<file path="config.mk">
export PLATFORM = sky130hd
export DESIGN_NAME = wide_add_sequencer_flat
export DESIGN_NICKNAME = d
export VERILOG_FILES = /design/src/rtl/wide_add_sequencer_pkg.sv /design/src/rtl/wide_add_sequencer_if.sv /design/src/rtl/byte_add_slice.sv /design/src/rtl/wide_add_sequencer.sv /design/src/flat_wrapper.sv
export SDC_FILE = /design/constraint.sdc
export NUM_CORES = 1
export LEC_CHECK = 0
export ABC_AREA = 1
export CAP_MARGIN = 0
export CORE_MARGIN = 2
export CORE_UTILIZATION = 40
export CTS_CLUSTER_SIZE = 40
export DETAILED_ROUTE_END_ITERATION = 10
export PLACE_DENSITY = 0.76
export SLEW_MARGIN = 5
export SYNTH_ARGS = -nofsm -noshare
export SYNTH_HDL_FRONTEND = slang
export SYNTH_SLANG_ARGS = --single-unit
export TNS_END_PERCENT = 5
</file>
<file path="constraint.sdc">
create_clock -name clk -period 4.8 [get_ports clk]
set_clock_uncertainty 0.15 [all_clocks]
set_input_delay 0.96 -clock clk [delete_from_list [all_inputs] [get_ports clk]]
set_output_delay 0.96 -clock clk [all_outputs]
set_load 0.02 [all_outputs]
</file>
<file path="src/rtl/wide_add_sequencer_pkg.sv">
// Shared types and constants for the byte-serial wide adder.
package wide_add_sequencer_pkg;

  localparam int unsigned ByteW = 8;

  typedef enum logic [1:0] {
    StIdle = 2'd0,
    StRun  = 2'd1,
    StDone = 2'd2
  } state_e;

endpackage

</file>
<file path="src/rtl/wide_add_sequencer_if.sv">
// Request/result bundle between the control unit (master) and the sequencer (slave).
interface wide_add_sequencer_if #(
  parameter int unsigned NBYTES = 4
);
  import wide_add_sequencer_pkg::*;

  localparam int unsigned W = ByteW * NBYTES;

  logic         start;
  logic         op_sub;
  logic [W-1:0] a;
  logic [W-1:0] b;
  logic         busy;
  logic         done;
  logic [W-1:0] result;
  logic         carry_out;
  logic         overflow;

  modport master (
    output start, op_sub, a, b,
    input  busy, done, result, carry_out, overflow
  );

  modport slave (
    input  start, op_sub, a, b,
    output busy, done, result, carry_out, overflow
  );

endinterface

</file>
<file path="src/rtl/byte_add_slice.sv">
// Combinational 8-bit adder slice with carry in/out.
module byte_add_slice
  import wide_add_sequencer_pkg::*;
(
  input  logic [ByteW-1:0] a,
  input  logic [ByteW-1:0] b,
  input  logic             cin,
  output logic [ByteW-1:0] s,
  output logic             cout
);

  assign {cout, s} = {1'b0, a} + {1'b0, b} + {{ByteW{1'b0}}, cin};

endmodule

</file>
<file path="src/rtl/wide_add_sequencer.sv">
// NBYTES-wide add/subtract performed one byte per clock, LSB first, through one shared slice.
module wide_add_sequencer
  import wide_add_sequencer_pkg::*;
#(
  parameter int unsigned NBYTES = 4
) (
  input  logic                  clk,
  input  logic                  rst_n,
  wide_add_sequencer_if.slave   bus
);

  localparam int unsigned W    = ByteW * NBYTES;
  localparam int unsigned IdxW = $clog2(NBYTES);

  state_e            state_q, state_d;
  logic [IdxW-1:0]   idx_q, idx_d;
  logic              carry_q, carry_d;
  logic [W-1:0]      op_a_q, op_a_d;
  logic [W-1:0]      op_b_q, op_b_d;
  logic [W-1:0]      result_q, result_d;
  logic              carry_out_q, carry_out_d;
  logic              overflow_q, overflow_d;

  int unsigned       base;
  logic [ByteW-1:0]  sum;
  logic              sum_cout;
  logic              idx_last;

  assign base     = ByteW * 32'(idx_q);
  assign idx_last = (idx_q == IdxW'(NBYTES - 1));

  byte_add_slice u_slice (
    .a    (op_a_q[base +: ByteW]),
    .b    (op_b_q[base +: ByteW]),
    .cin  (carry_q),
    .s    (sum),
    .cout (sum_cout)
  );

  always_comb begin
    state_d     = state_q;
    idx_d       = idx_q;
    carry_d     = carry_q;
    op_a_d      = op_a_q;
    op_b_d      = op_b_q;
    result_d    = result_q;
    carry_out_d = carry_out_q;
    overflow_d  = overflow_q;
    unique case (state_q)
      StIdle: begin
        if (bus.start) begin
          // Subtraction as A + ~B + 1: invert B here and seed the carry with 1.
          op_a_d      = bus.a;
          op_b_d      = bus.op_sub ? ~bus.b : bus.b;
          carry_d     = bus.op_sub;
          idx_d       = '0;
          result_d    = '0;
          carry_out_d = 1'b0;
          overflow_d  = 1'b0;
          state_d     = StRun;
        end
      end
      StRun: begin
        result_d[base +: ByteW] = sum;
        carry_d                 = sum_cout;
        idx_d                   = idx_q + IdxW'(1);
        if (idx_last) begin
          idx_d       = '0;
          carry_out_d = sum_cout;
          overflow_d  = (op_a_q[W-1] == op_b_q[W-1]) && (sum[ByteW-1] != op_a_q[W-1]);
          state_d     = StDone;
        end
      end
      StDone:  state_d = StIdle;
      default: state_d = StIdle;
    endcase
  end

  always_ff @(posedge clk or negedge rst_n) begin
    if (!rst_n) begin
      state_q     <= StIdle;
      idx_q       <= '0;
      carry_q     <= 1'b0;
      op_a_q      <= '0;
      op_b_q      <= '0;
      result_q    <= '0;
      carry_out_q <= 1'b0;
      overflow_q  <= 1'b0;
    end else begin
      state_q     <= state_d;
      idx_q       <= idx_d;
      carry_q     <= carry_d;
      op_a_q      <= op_a_d;
      op_b_q      <= op_b_d;
      result_q    <= result_d;
      carry_out_q <= carry_out_d;
      overflow_q  <= overflow_d;
    end
  end

  assign bus.busy      = (state_q == StRun);
  assign bus.done      = (state_q == StDone);
  assign bus.result    = result_q;
  assign bus.carry_out = carry_out_q;
  assign bus.overflow  = overflow_q;

endmodule

</file>
<file path="src/flat_wrapper.sv">
// flat-port wrapper written by rule: the top's interface ports become plain ports
module wide_add_sequencer_flat import wide_add_sequencer_pkg::*;
#(
  parameter int unsigned NBYTES = 4
)
  (clk, rst_n, bus_start, bus_op_sub, bus_a, bus_b, bus_busy, bus_done, bus_result, bus_carry_out, bus_overflow);
  wide_add_sequencer_if #(.NBYTES(NBYTES)) bus_i ();
  input  logic clk;
  input  logic rst_n;
  input wire logic [$bits(bus_i.start)-1:0] bus_start;
  input wire logic [$bits(bus_i.op_sub)-1:0] bus_op_sub;
  input wire logic [$bits(bus_i.a)-1:0] bus_a;
  input wire logic [$bits(bus_i.b)-1:0] bus_b;
  output wire logic [$bits(bus_i.busy)-1:0] bus_busy;
  output wire logic [$bits(bus_i.done)-1:0] bus_done;
  output wire logic [$bits(bus_i.result)-1:0] bus_result;
  output wire logic [$bits(bus_i.carry_out)-1:0] bus_carry_out;
  output wire logic [$bits(bus_i.overflow)-1:0] bus_overflow;
  assign bus_i.start = bus_start;
  assign bus_i.op_sub = bus_op_sub;
  assign bus_i.a = bus_a;
  assign bus_i.b = bus_b;
  assign bus_busy = bus_i.busy;
  assign bus_done = bus_i.done;
  assign bus_result = bus_i.result;
  assign bus_carry_out = bus_i.carry_out;
  assign bus_overflow = bus_i.overflow;
  wide_add_sequencer #(.NBYTES(NBYTES)) u_core (.clk(clk), .rst_n(rst_n), .bus(bus_i));
endmodule
</file>
* After elaboration in Yosys (flattened, before gate mapping)
Index checks and enable logic that the tools add are counted.
Widths: inputs -> output; s select.
** Word-level totals
- Bits in registers :: 103
- Bits in latches :: 0
- RAM bits :: 0
- Memory bits (read-only) :: 0
- Input port bits :: 68
- Output and inout port bits :: 36
- Word-level logic and storage cells :: 48
- Memories kept :: 0
** Cells by class
- Add/subtract/negate cells :: 4
- Multipliers :: 0
- Divide/modulo/power cells :: 0
- $lt $le $gt $ge :: 0
- Equal/unequal tests :: 7
- Shift-type cells :: 4
- Multiplexer cells :: 17
- Bitwise logic cells :: 1
- Reduce and logical (&&, ||, !) cells :: 7
** Operators with widths (count)
- $mux 32 :: 2
- $pmux 32 s2 :: 1
- $shiftx 32x6->8 :: 2
- $neg 5->34 :: 1
- $shift 8x34->32 const A :: 1
- $shiftx 8x34->32 :: 1
- $bwmux 32 :: 1
- $not 32->32 :: 1
- $add 8x8->9 :: 1
- $add 9x1->9 :: 1
- $mux 2 :: 4
- $pmux 2 s2 :: 2
- $pmux 1 s2 :: 3
- $reduce_and 2->1 :: 3
- $eq 2x2->1 const B :: 2
- $mux 1 :: 4
- $reduce_and 3->1 :: 1
- $add 2x1->2 const B :: 1
- $eq 2x1->1 const B :: 1
- $logic_not 2->1 :: 1
- $ne 2x1->1 const B :: 1
- $ne 2x2->1 const B :: 1
- $reduce_bool 2->1 :: 1
- $eq 1x1->1 :: 1
- 2 further kinds :: 2

* Depth between registers and ports, before layout
- Depth in word-level cells :: 7
- Depth in mapped cells :: 14
- Gate-level depth less buffers :: 14

* By module
A second synthesis with hierarchy kept.
** Unflattened totals
- Cells, all modules :: 621
- Area total of the unflattened synthesis :: 5246.3 um^2
** Modules (own cells, without submodules)
- wide_add_sequencer :: times used 1, cells each 562, area an instance 4862.2 um^2, sequential area each 2577.5 um^2
- byte_add_slice :: times used 1, cells each 59, area an instance 384.1 um^2, sequential area each 0.0 um^2

* Least setup slack after synthesis
Ideal clock, no wire load.
- Kind :: reg-to-reg
- Start point :: reg u_core.idx_q[0]
- End point :: reg u_core.result_q[12] (netlist: u_core.bus.result[12])
- Setup time :: 0.077 ns
- Arrival :: 2.404 ns
- Required time :: 4.573 ns
- Path slack :: 2.169 ns
- Stages on the path, launching flop included :: 13
- Path buffers :: 2
- Period minus slack after synthesis :: 2.631 ns
- Path through :: dfrtp_1 buf_2 clkbuf_1 o21ai_0 o22ai_1 fa_1 inv_1 fa_1 o21ai_2 nand2_1 xnor2_1 nand3_1 o21ai_1
** On the way
- Cells in the longest elaborated chain, start to end :: 6
- Elaborated cells between the ends (all ways) :: 9
- Those cells by class :: add/sub (3); shift (4); mux (2)
** Ends and longest elaborated chain
- from (decl) :: line wide_add_sequencer.sv:16 : logic [IdxW-1:0] idx_q, idx_d;
- from (signal assigned) :: line wide_add_sequencer.sv:91 : idx_q <= idx_d;
- $shiftx 32x6->8, on equally long branches :: line wide_add_sequencer.sv:33, wide_add_sequencer.sv:34
- $add 8x8->9 :: line byte_add_slice.sv:12 : assign {cout, s} = {1'b0, a} + {1'b0, b} + {{ByteW{1'b0}}, cin};
- $add 9x1->9 :: line byte_add_slice.sv:12
- $shiftx 8x34->32 :: line wide_add_sequencer.sv:64 : result_d[base +: ByteW] = sum;
- $bwmux 32 * :: line wide_add_sequencer.sv:64
- $pmux 32 s2 * :: line wide_add_sequencer.sv:49 : unique case (state_q)
- to (signal assigned) :: line wide_add_sequencer.sv:95 : result_q <= result_d;
- to (decl) :: line wide_add_sequencer.sv:20 : logic [W-1:0] result_q, result_d;
Mark *: on every way between the ends. The rest lies on a longest branch, timed or not.
A chain may end at the register's enable or synchronous reset.

* Worst setup path in the final report
- Start point :: reg u_core.idx_q[1]
- End point :: reg u_core.result_q[28] (netlist: u_core.bus.result[28])
The elaborated chain is that of the path after synthesis.

==> out/results.tsv <==
metric	value	unit
status	finished clean	
switchingPower	2.24	mW
grt_overflow	0	
ant_nets	0	
worstMarginPinSlew	0.883	ns
grt_usage	18.8	%
synth_edf_count	0	
slew_headroom	41.1	%
clockPowerShare	13.7	%
cts_setup_buffers	0	
max_freq	266	MHz
ir_worst_vdd	0.000328	V
setup_tns	0	ns
rsz0062_at_grt	no	
setup_viol	0	
p_leak	3.03	nW
drt-pass1-iter-count	5	
avgSynthCellArea	8.33	µm²
yosysWarnings	0	
yosysTopAreaCellShare	50.6	%
finalNonFillerCells	877	
cts_tree	built	
arrival	3.87	ns
cts_made_buffers	9	
path_max_fanout	20	
gp_congestion	0.874	
core_area	12500	µm²
io_pins	104	
maxCapViolCount	0	
dieArea	13600	µm²
total_power	4.78	mW
die_w	117	µm
hold_viol_final	0	
area_growth	27.1	%
hold_buffers	0	
h-tree-depth	3	
vias_per_cell	4.97	
grt_pass1_vias	4206	
antenna_found_initial	0	
power_frac_comb	55.4	%
drcViolationCount	0	
yosys.cell_types.count	32	
synth_common_cells	212 x nand2_1, 103 x dfrtp_1, 49 x o21ai_0, 40 x nor2_1, 33 x xnor2_1	
num_vias	4363	
insertion_delay	0.34	ns
row_count	41	
drt_iter0_drc	399	
sw_frac_of_total	46.8	%
power_density	738	nW/µm²
hold_class	reg2reg	
synth_cells	611	
synth_most_common_cell	nand2_1	
start_kind	flop	
final_max_slew_viol_count	0	
cts.sinks	103	
drive_gt1_share	4.82	%
synthesis.area	5090	µm²
fin_crit	3.76	ns
synthTopCellsByArea	dfrtp_1 51%, nand2_1 16%, xnor2_1 5.7%, o21ai_0 4.8%, nor2_1 2.9%	
wl	12100	µm
seqPwrFrac	30.8	%
yosysTopAreaCell	dfrtp_1	
cp-end-kind	flop	
die_h	117	µm
synth_ff_type	dfrtp_1	
final_nets	782	
wl_per_cell	13.8	µm
synth-async-reset-ratio	100	%
portBuffers	103	
synth_fp_nets	692	
grt_pass1_wl	20000	µm
p_int	2.54	mW
cp_data_required_time	4.91	ns
path_class	reg2reg	
start_util	40.7	%
dp_hpwl	8800	µm
clk_path_buf_depth	2	
cts_resized	0	
dp_cells	862	
ys_seq_area_share	50.6	%
num_antenna_cells	0	
clk_pin_slew	0.06	ns
cts_root_buffer	clkbuf_16	
ys_ff_latch	103	
period_share	78.2	%
grt_max_degree	63	
-- registers in the layout (all words and copies together) (netlist names) --
| name | count |
|---|---|
| u_core.bus.result | 32 |
| u_core.bus.overflow | 1 |
| u_core.carry_q | 1 |
| u_core.idx_q | 2 |
| u_core.op_a_q | 32 |
| u_core.bus.carry_out | 1 |
| u_core.op_b_q | 32 |
| u_core.state_q | 2 |
-- layout make-up --
type	count	area (µm²)
sequential	103	2580
tap	172	215
inverter	40	153
fill	1181	6040
multi-input combinational	440	2210
timing repair buffer	107	1050
clock buffer	14	254
clock inverter	1	5.00
-- final timing paths --
path | from | endpoint | slack, ns | cells past startpoint
max in group asynchronous | rst_n | u_core.op_a_q[28]$_DFFE_PN0P_ | 2.92 | 2
max reg2reg | u_core.idx_q[1]$_DFFE_PN0P_ | u_core.bus.result[28]$_DFFE_PN0P_ | 1.04 | 9
min reg2reg | u_core.op_a_q[15]$_DFFE_PN0P_ | u_core.op_a_q[15]$_DFFE_PN0P_ | 0.32 | 2
min in group asynchronous | rst_n | u_core.bus.result[22]$_DFFE_PN0P_ | 0.53 | 1
max | u_core.idx_q[1]$_DFFE_PN0P_ | u_core.bus.result[28]$_DFFE_PN0P_ | 1.04 | 9
min | u_core.op_a_q[15]$_DFFE_PN0P_ | u_core.op_a_q[15]$_DFFE_PN0P_ | 0.32 | 2
-- placed cells by master, fill, tap and decap left out, drive strengths merged, types with 3 or more instances in the layout --
cell type        n
nand2          215
nand3           17
inv             38
xnor2           33
dfrtp          103
nand4            7
ha              11
clkbuf          14
clkdlybuf4s50  101
a21oi            8
buf              6
o21ai           76
o22ai           18
clkinv           3
nor2            44
-- layer usage --
metal | global-route usage (%) | vias up | part of all wire, %
met4 | 7.29 | 0 | 2.2
met3 | 2.94 | 22 | 4.6
met2 | 30.3 | 136 | 48
met1 | 25.6 | 2064 | 45
li1 | - | 2141 | -
met5 | 0 | - | 0
-- cell families after synthesis --
kind of cell               count (synthesis)  synth area share [%]
adders and majority gates                 13                  3.49
buffers and inverters                     68                  5.90
and+or+nand+nor                          285                  22.5
DFF                                      103                  50.6
AOI/OAI and AO/OA                        107                  11.4
xor gates and xnor gates                  35                  6.02
-- worst max-delay path, cell delays in order, from the launching register on --
cell	delay (ns)
dfrtp_1	0.76
clkinv_1	0.74
a32oi_1	0.58
inv_1	0.11
fa_1	0.45
o21ai_2	0.17
nand2_1	0.08
xnor2_1	0.32
nand3_1	0.17
o21ai_1	0.15
-- power groups by stage --
stage	registers, mW	logic, mW	clock network [mW]
global route	1.51	3.00	0.704
finish	1.47	2.65	0.656
CTS	1.47	2.65	0.663
floorplan	1.52	1.76	0
global placement	1.46	2.53	0
detailed placement	1.48	2.64	0
-- through the flow --
step / utilization (%) / worst slack (ns) / area, µm² / hold WS (ns)
final: 51.7 / 1.04 / 6470 / 0.321
after global routing: 51.7 / 0.865 / 6470 / 0.344
after CTS: 51.7 / 1.00 / 6470 / 0.319
after detailed placement: 49.6 / 1.01 / 6210 / 0.304
after global placement: 49.6 / 1.10 / 6210 / 0.301
after floorplan: - / 2.17 / 5090 / 0.287
Power figures use the tool's default switching activity.
